[src/rtl/pc_sequencer.sv]
// Program-counter unit for the single-cycle MIPS core: next-PC selection,
// misaligned jump-register detection and a count of cycles in which the PC advanced.
module pc_sequencer #(
    parameter int               WIDTH        = 32,
    parameter logic [WIDTH-1:0] RESET_VECTOR = WIDTH'(32'h0000_0000),
    parameter logic [WIDTH-1:0] EXC_VECTOR   = WIDTH'(32'h0000_0080),
    parameter int               CNT_WIDTH    = 32
) (
    input  logic                 clk,
    input  logic                 rst,
    input  logic                 stall,
    input  logic                 branch_taken,
    input  logic [15:0]          branch_offset,
    input  logic                 jump,
    input  logic [25:0]          jump_index,
    input  logic                 jump_reg,
    input  logic [WIDTH-1:0]     jump_target,
    input  logic                 exception,
    output logic [WIDTH-1:0]     pc,
    output logic [WIDTH-1:0]     pc_plus4,
    output logic                 misaligned,
    output logic [CNT_WIDTH-1:0] adv_count
);

    logic [WIDTH-1:0]     pc_r;
    logic                 misaligned_r;
    logic [CNT_WIDTH-1:0] adv_count_r;

    logic [WIDTH-1:0]     pc_plus4_s;
    logic [WIDTH-1:0]     branch_disp_s;
    logic [WIDTH-1:0]     branch_pc_s;
    logic [WIDTH-1:0]     jump_pc_s;
    logic [WIDTH-1:0]     next_pc_s;
    logic                 next_misaligned_s;
    logic                 advance_s;

    assign pc_plus4_s    = pc_r + {{(WIDTH-3){1'b0}}, 3'b100};
    // Word offset sign-extended and scaled to bytes; the sum wraps silently.
    assign branch_disp_s = {{(WIDTH-18){branch_offset[15]}}, branch_offset, 2'b00};
    assign branch_pc_s   = pc_plus4_s + branch_disp_s;

    // A 28-bit PC has no region bits to carry over from pc_plus4.
    generate
        if (WIDTH > 28) begin : g_jump_region
            assign jump_pc_s = {pc_plus4_s[WIDTH-1:28], jump_index, 2'b00};
        end else begin : g_jump_flat
            assign jump_pc_s = {jump_index, 2'b00};
        end
    endgenerate

    // Next-PC selection in priority order: exception, stall, jr, j, branch, sequential.
    always_comb begin
        next_pc_s         = pc_plus4_s;
        next_misaligned_s = 1'b0;
        advance_s         = 1'b1;
        if (exception) begin
            next_pc_s = EXC_VECTOR;
        end else if (stall) begin
            next_pc_s = pc_r;
            advance_s = 1'b0;
        end else if (jump_reg) begin
            if (jump_target[1:0] == 2'b00) begin
                next_pc_s = jump_target;
            end else begin
                next_pc_s         = EXC_VECTOR;
                next_misaligned_s = 1'b1;
            end
        end else if (jump) begin
            next_pc_s = jump_pc_s;
        end else if (branch_taken) begin
            next_pc_s = branch_pc_s;
        end else begin
            next_pc_s = pc_plus4_s;
        end
    end

    // State register with synchronous reset overriding every request.
    always_ff @(posedge clk) begin
        if (rst) begin
            pc_r         <= RESET_VECTOR;
            misaligned_r <= 1'b0;
            adv_count_r  <= {CNT_WIDTH{1'b0}};
        end else begin
            pc_r         <= next_pc_s;
            misaligned_r <= next_misaligned_s;
            if (advance_s) begin
                adv_count_r <= adv_count_r + {{(CNT_WIDTH-1){1'b0}}, 1'b1};
            end else begin
                adv_count_r <= adv_count_r;
            end
        end
    end

    assign pc         = pc_r;
    assign pc_plus4   = pc_plus4_s;
    assign misaligned = misaligned_r;
    assign adv_count  = adv_count_r;

endmodule

[config.mk]
export PLATFORM = sky130hd
export DESIGN_NAME = pc_sequencer
export DESIGN_NICKNAME = d
export VERILOG_FILES = /design/src/rtl/pc_sequencer.sv
export SDC_FILE = /design/constraint.sdc
export NUM_CORES = 1
export LEC_CHECK = 0
export CELL_PAD_IN_SITES_DETAIL_PLACEMENT = 1
export CELL_PAD_IN_SITES_GLOBAL_PLACEMENT = 2
export CORE_ASPECT_RATIO = 1.4
export CORE_MARGIN = 4
export CORE_UTILIZATION = 26
export DETAILED_ROUTE_END_ITERATION = 8
export PLACE_DENSITY_LB_ADDON = 0.2
export SYNTH_ARGS = -nofsm -noshare
export SYNTH_HDL_FRONTEND = slang
export SYNTH_SLANG_ARGS = --single-unit
[constraint.sdc]
create_clock -name clk -period 4.5 [get_ports clk]
set_clock_uncertainty 0.2 [all_clocks]
set_input_delay 0.675 -clock clk [delete_from_list [all_inputs] [get_ports clk]]
set_output_delay 0.675 -clock clk [all_outputs]
set_load 0.005 [all_outputs]
==> results of run 1 <==
-- worst min-delay path by stage --
stage,end,slack (ns),cells after the start
3_5_place_dp,pc[0],0.27,1
6_report,pc[0],0.27,1
5_1_grt,pc[1],0.30,1
3_3_place_gp,pc[1],0.26,1
2_1_floorplan,pc[0],0.26,1
4_1_cts,pc[0],0.28,1
-- synth_stat cells (all sizes together), types with 6 or more instances --
cell | number | share of area [%]
ha | 37 | 8.6
nand4 | 15 | 2.1
and3 | 11 | 1.3
inv | 16 | 1.1
nor3 | 12 | 1.6
o211ai | 13 | 1.8
xor2 | 32 | 5.2
a21oi | 43 | 4.1
nand2 | 61 | 4.2
nor2 | 68 | 5.2
o21ai | 50 | 4.8
a221o | 7 | 1.3
xnor2 | 42 | 7.2
buf | 12 | 1.3
and4 | 7 | 1.2
or3 | 9 | 1.0
nor2b | 6 | 0.70
dfxtp | 65 | 24
clkbuf | 28 | 1.9
a21o | 18 | 2.5
a221oi | 35 | 5.8
a211oi | 10 | 1.5
nand3 | 26 | 2.7
-- cells in the final DEF (no fill, tap or decap), types with 24 or more instances in the layout --
cell type        netlist  final
clkdlybuf4s50_1        0    176
a221oi_1              34     34
nand2_1               61     61
xnor2_1               39     39
o21ai_0               38     37
xor2_1                32     32
nor2_1                64     64
ha_1                  37     37
dfxtp_1               65     65
nand3_1               24     24
a21oi_1               42     41
-- through the flow --
step / util [%] / TNS, ns / worst slack [ns]
6_report: 37.79 / 0 / 0.3077
4_1_cts: 37.68 / 0 / 0.1436
3_5_place_dp: 36.23 / 0 / 0.1908
5_1_grt: 37.79 / -0.01893 / -0.01893
3_3_place_gp: 36.23 / 0 / 0.2972
2_1_floorplan: - / 0 / 0.6767
-- metal layers --
metal,vias up,GRT usage (%)
met3,46,4.614
li1,2826,-
met5,-,0
met1,2798,20.47
met2,176,33.80
met4,2,7.929
-- critical path, stage by stage (launching register included) --
cell     delay [ns]
dfxtp_1        0.43
nand3_1        0.20
or4_4          0.53
nor2_1         0.28
nand3_1        0.15
xnor2_1        0.27
ha_1           0.38
a21o_1         0.22
a21o_1         0.16
a21oi_1        0.17
a21bo_2        0.25
o21ai_2        0.10
o21ai_2        0.10
xnor2_1        0.14
or4b_1         0.47
nand3_1        0.10
-- power by group through the flow --
stage / Combinational, mW / Clock, mW / Sequential, mW
floorplan: 0.243 / 0 / 0.621
global placement: 0.448 / 0 / 0.624
detailed placement: 0.455 / 0 / 0.625
CTS: 0.457 / 0.742 / 0.612
global route: 0.498 / 0.773 / 0.615
finish: 0.453 / 0.721 / 0.612
-- layout make-up --
cell class / instances / area (µm²) / area share, %
clock buffers: 9 / 225.2 / 2.910
clock inverters: 7 / 71.32 / 0.9216
inverters: 16 / 60.06 / 0.7761
multi-input cells: 559 / 3889 / 50.25
flip-flops and latches: 65 / 1301 / 16.81
well taps: 256 / 320.3 / 4.139
repair buffers: 191 / 1872 / 24.19
-- kinds of logic after synthesis --
group | after synthesis | share of synthesized area [%]
AO/OA/AOI/OAI | 204 | 26.05
XOR/XNOR | 74 | 12.42
adder cells (fa/ha/maj) | 38 | 8.945
buffers and inverters | 56 | 4.333
flip-flops | 65 | 24.10
multiplexers | 5 | 0.9502
AND/OR/NAND/NOR | 238 | 23.20
-- registers in the layout, summed over array words and instances (netlist names) --
| signal | flops |
|---|---|
| pc | 32 |
| adv_count | 32 |
| misaligned | 1 |
==> flow_metrics.tcl, run 1 <==
set metrics [dict create \
    cts_tree "yes" \
    ant_nets 0 \
    ir_drop_v 0.0001888 \
    rsz0062_at_grt "yes" \
    cts_sinks 65 \
    first_pass_iters 4 \
    diodes 0 \
    syn_inst 680 \
    wl_met2_um 11110 \
    cp-startpoint "pc[13]" \
    grt_overflow 0 \
    ys_types 72 \
    syn_nets 799 \
    pwr-share-clk_pct 40.3 \
    worst_pin_slew_ns 0.7958 \
    status "complete, no violations" \
    power.share.sequential_pct 34.3 \
    max_freq_mhz 238.5 \
    die-area_um2 23170 \
    p_int_mw 1.243 \
    grt_pass1_vias 6332 \
    stdcell_area_um2 7739 \
    n_fill_cell 2467 \
    r2r_cells 15 \
    cts_inserted_buffers 9 \
    synth_area_um2 5399 \
    portBuffers 177 \
    synth-edff-count 0 \
    remaining_drc_errors 0 \
    hold_viol 0 \
    critPathLaunchType "flip-flop" \
    finalCriticalPeriod_ns 4.192 \
    die_h_um 178.5 \
    die_x_um 129.8 \
    place_area_um2 7420 \
    routed-wl-met3_um 1294 \
    wl_met1_um 8595 \
    period_share_pct 93.16 \
    dp_cells 1087 \
    synth-main-ff-cell "dfxtp_1" \
    io_pins 178 \
    routed_wl_um 21880 \
    gp_congestion 0.8604 \
    routedWlPerCell_um 19.83 \
    row_count 62 \
    ys_ff_latch 65 \
    worstSetupPathType "reg2reg" \
    combPwrFrac_pct 25.4 \
    hp-class "reg2reg" \
    cap_viol_max_count 0 \
    hpwlAfterDp_um 17250 \
    path_clk_slew_ns 0.07 \
    cts_max_level 3 \
    track_usage_pct 18.68 \
    r2r_end "pc[31]" \
    leakage_nw 2.970 \
    cts_resized 0 \
    slew_viol_final 0 \
    power_mw 1.786 \
    grt_max_degree 44 \
    async_flop_share_pct 0 \
    top_layer "met5" \
    crit_required_ns 4.57 \
    final_cells 1103 \
    ctsRootBufferMaster "clkbuf_16" \
    grt_pass1_wl_um 34110 \
    crit_path_max_fanout 8 \
    power.density_nw_per_um2 230.8 \
    timing.rr.start "pc[13]" \
    finalSetupViolations 0 \
    syn_avg_cell_area_um2 7.940 \
    p_sw_uw 543.5 \
    post_cts_buffers 0 \
    critPathCapture "pc[31]" \
    start_util_pct 26.36 \
    slew_headroom_pct 46.78 \
    final_layout_size_suffix_gt1_share_pct 7.910 \
    yosysWarningCount 0 \
    ys_seq_area_share_pct 24.10 \
    r2r_slack_ns 0.31 \
    antenna_found_initial 1 \
    route.vias.total 5848 \
    hold_ws_ns 0.2716 \
    p_sw_share_pct 30.43 \
    cts_max_path_buffers 2 \
    cp.arrival_ns 4.27 \
    syn_to_final_growth_pct 43.34 \
    insertion_delay_ns 0.34 \
    ctsHoldBuffers 0 \
    core_um2 20480 \
    first_iter_violations 163 \
    nets 961 \
    end_kind "flip-flop" \
    via_per_inst 5.302 \
    min_from "pc[0]" \
]
Power figures use the tool's default switching activity.
==> run 2: changes to the inputs <==
- CTS_CLUSTER_DIAMETER: default -> 50
==> results of run 2 <==
No change in the layout: final DEF, timing and power equal those of run 1.
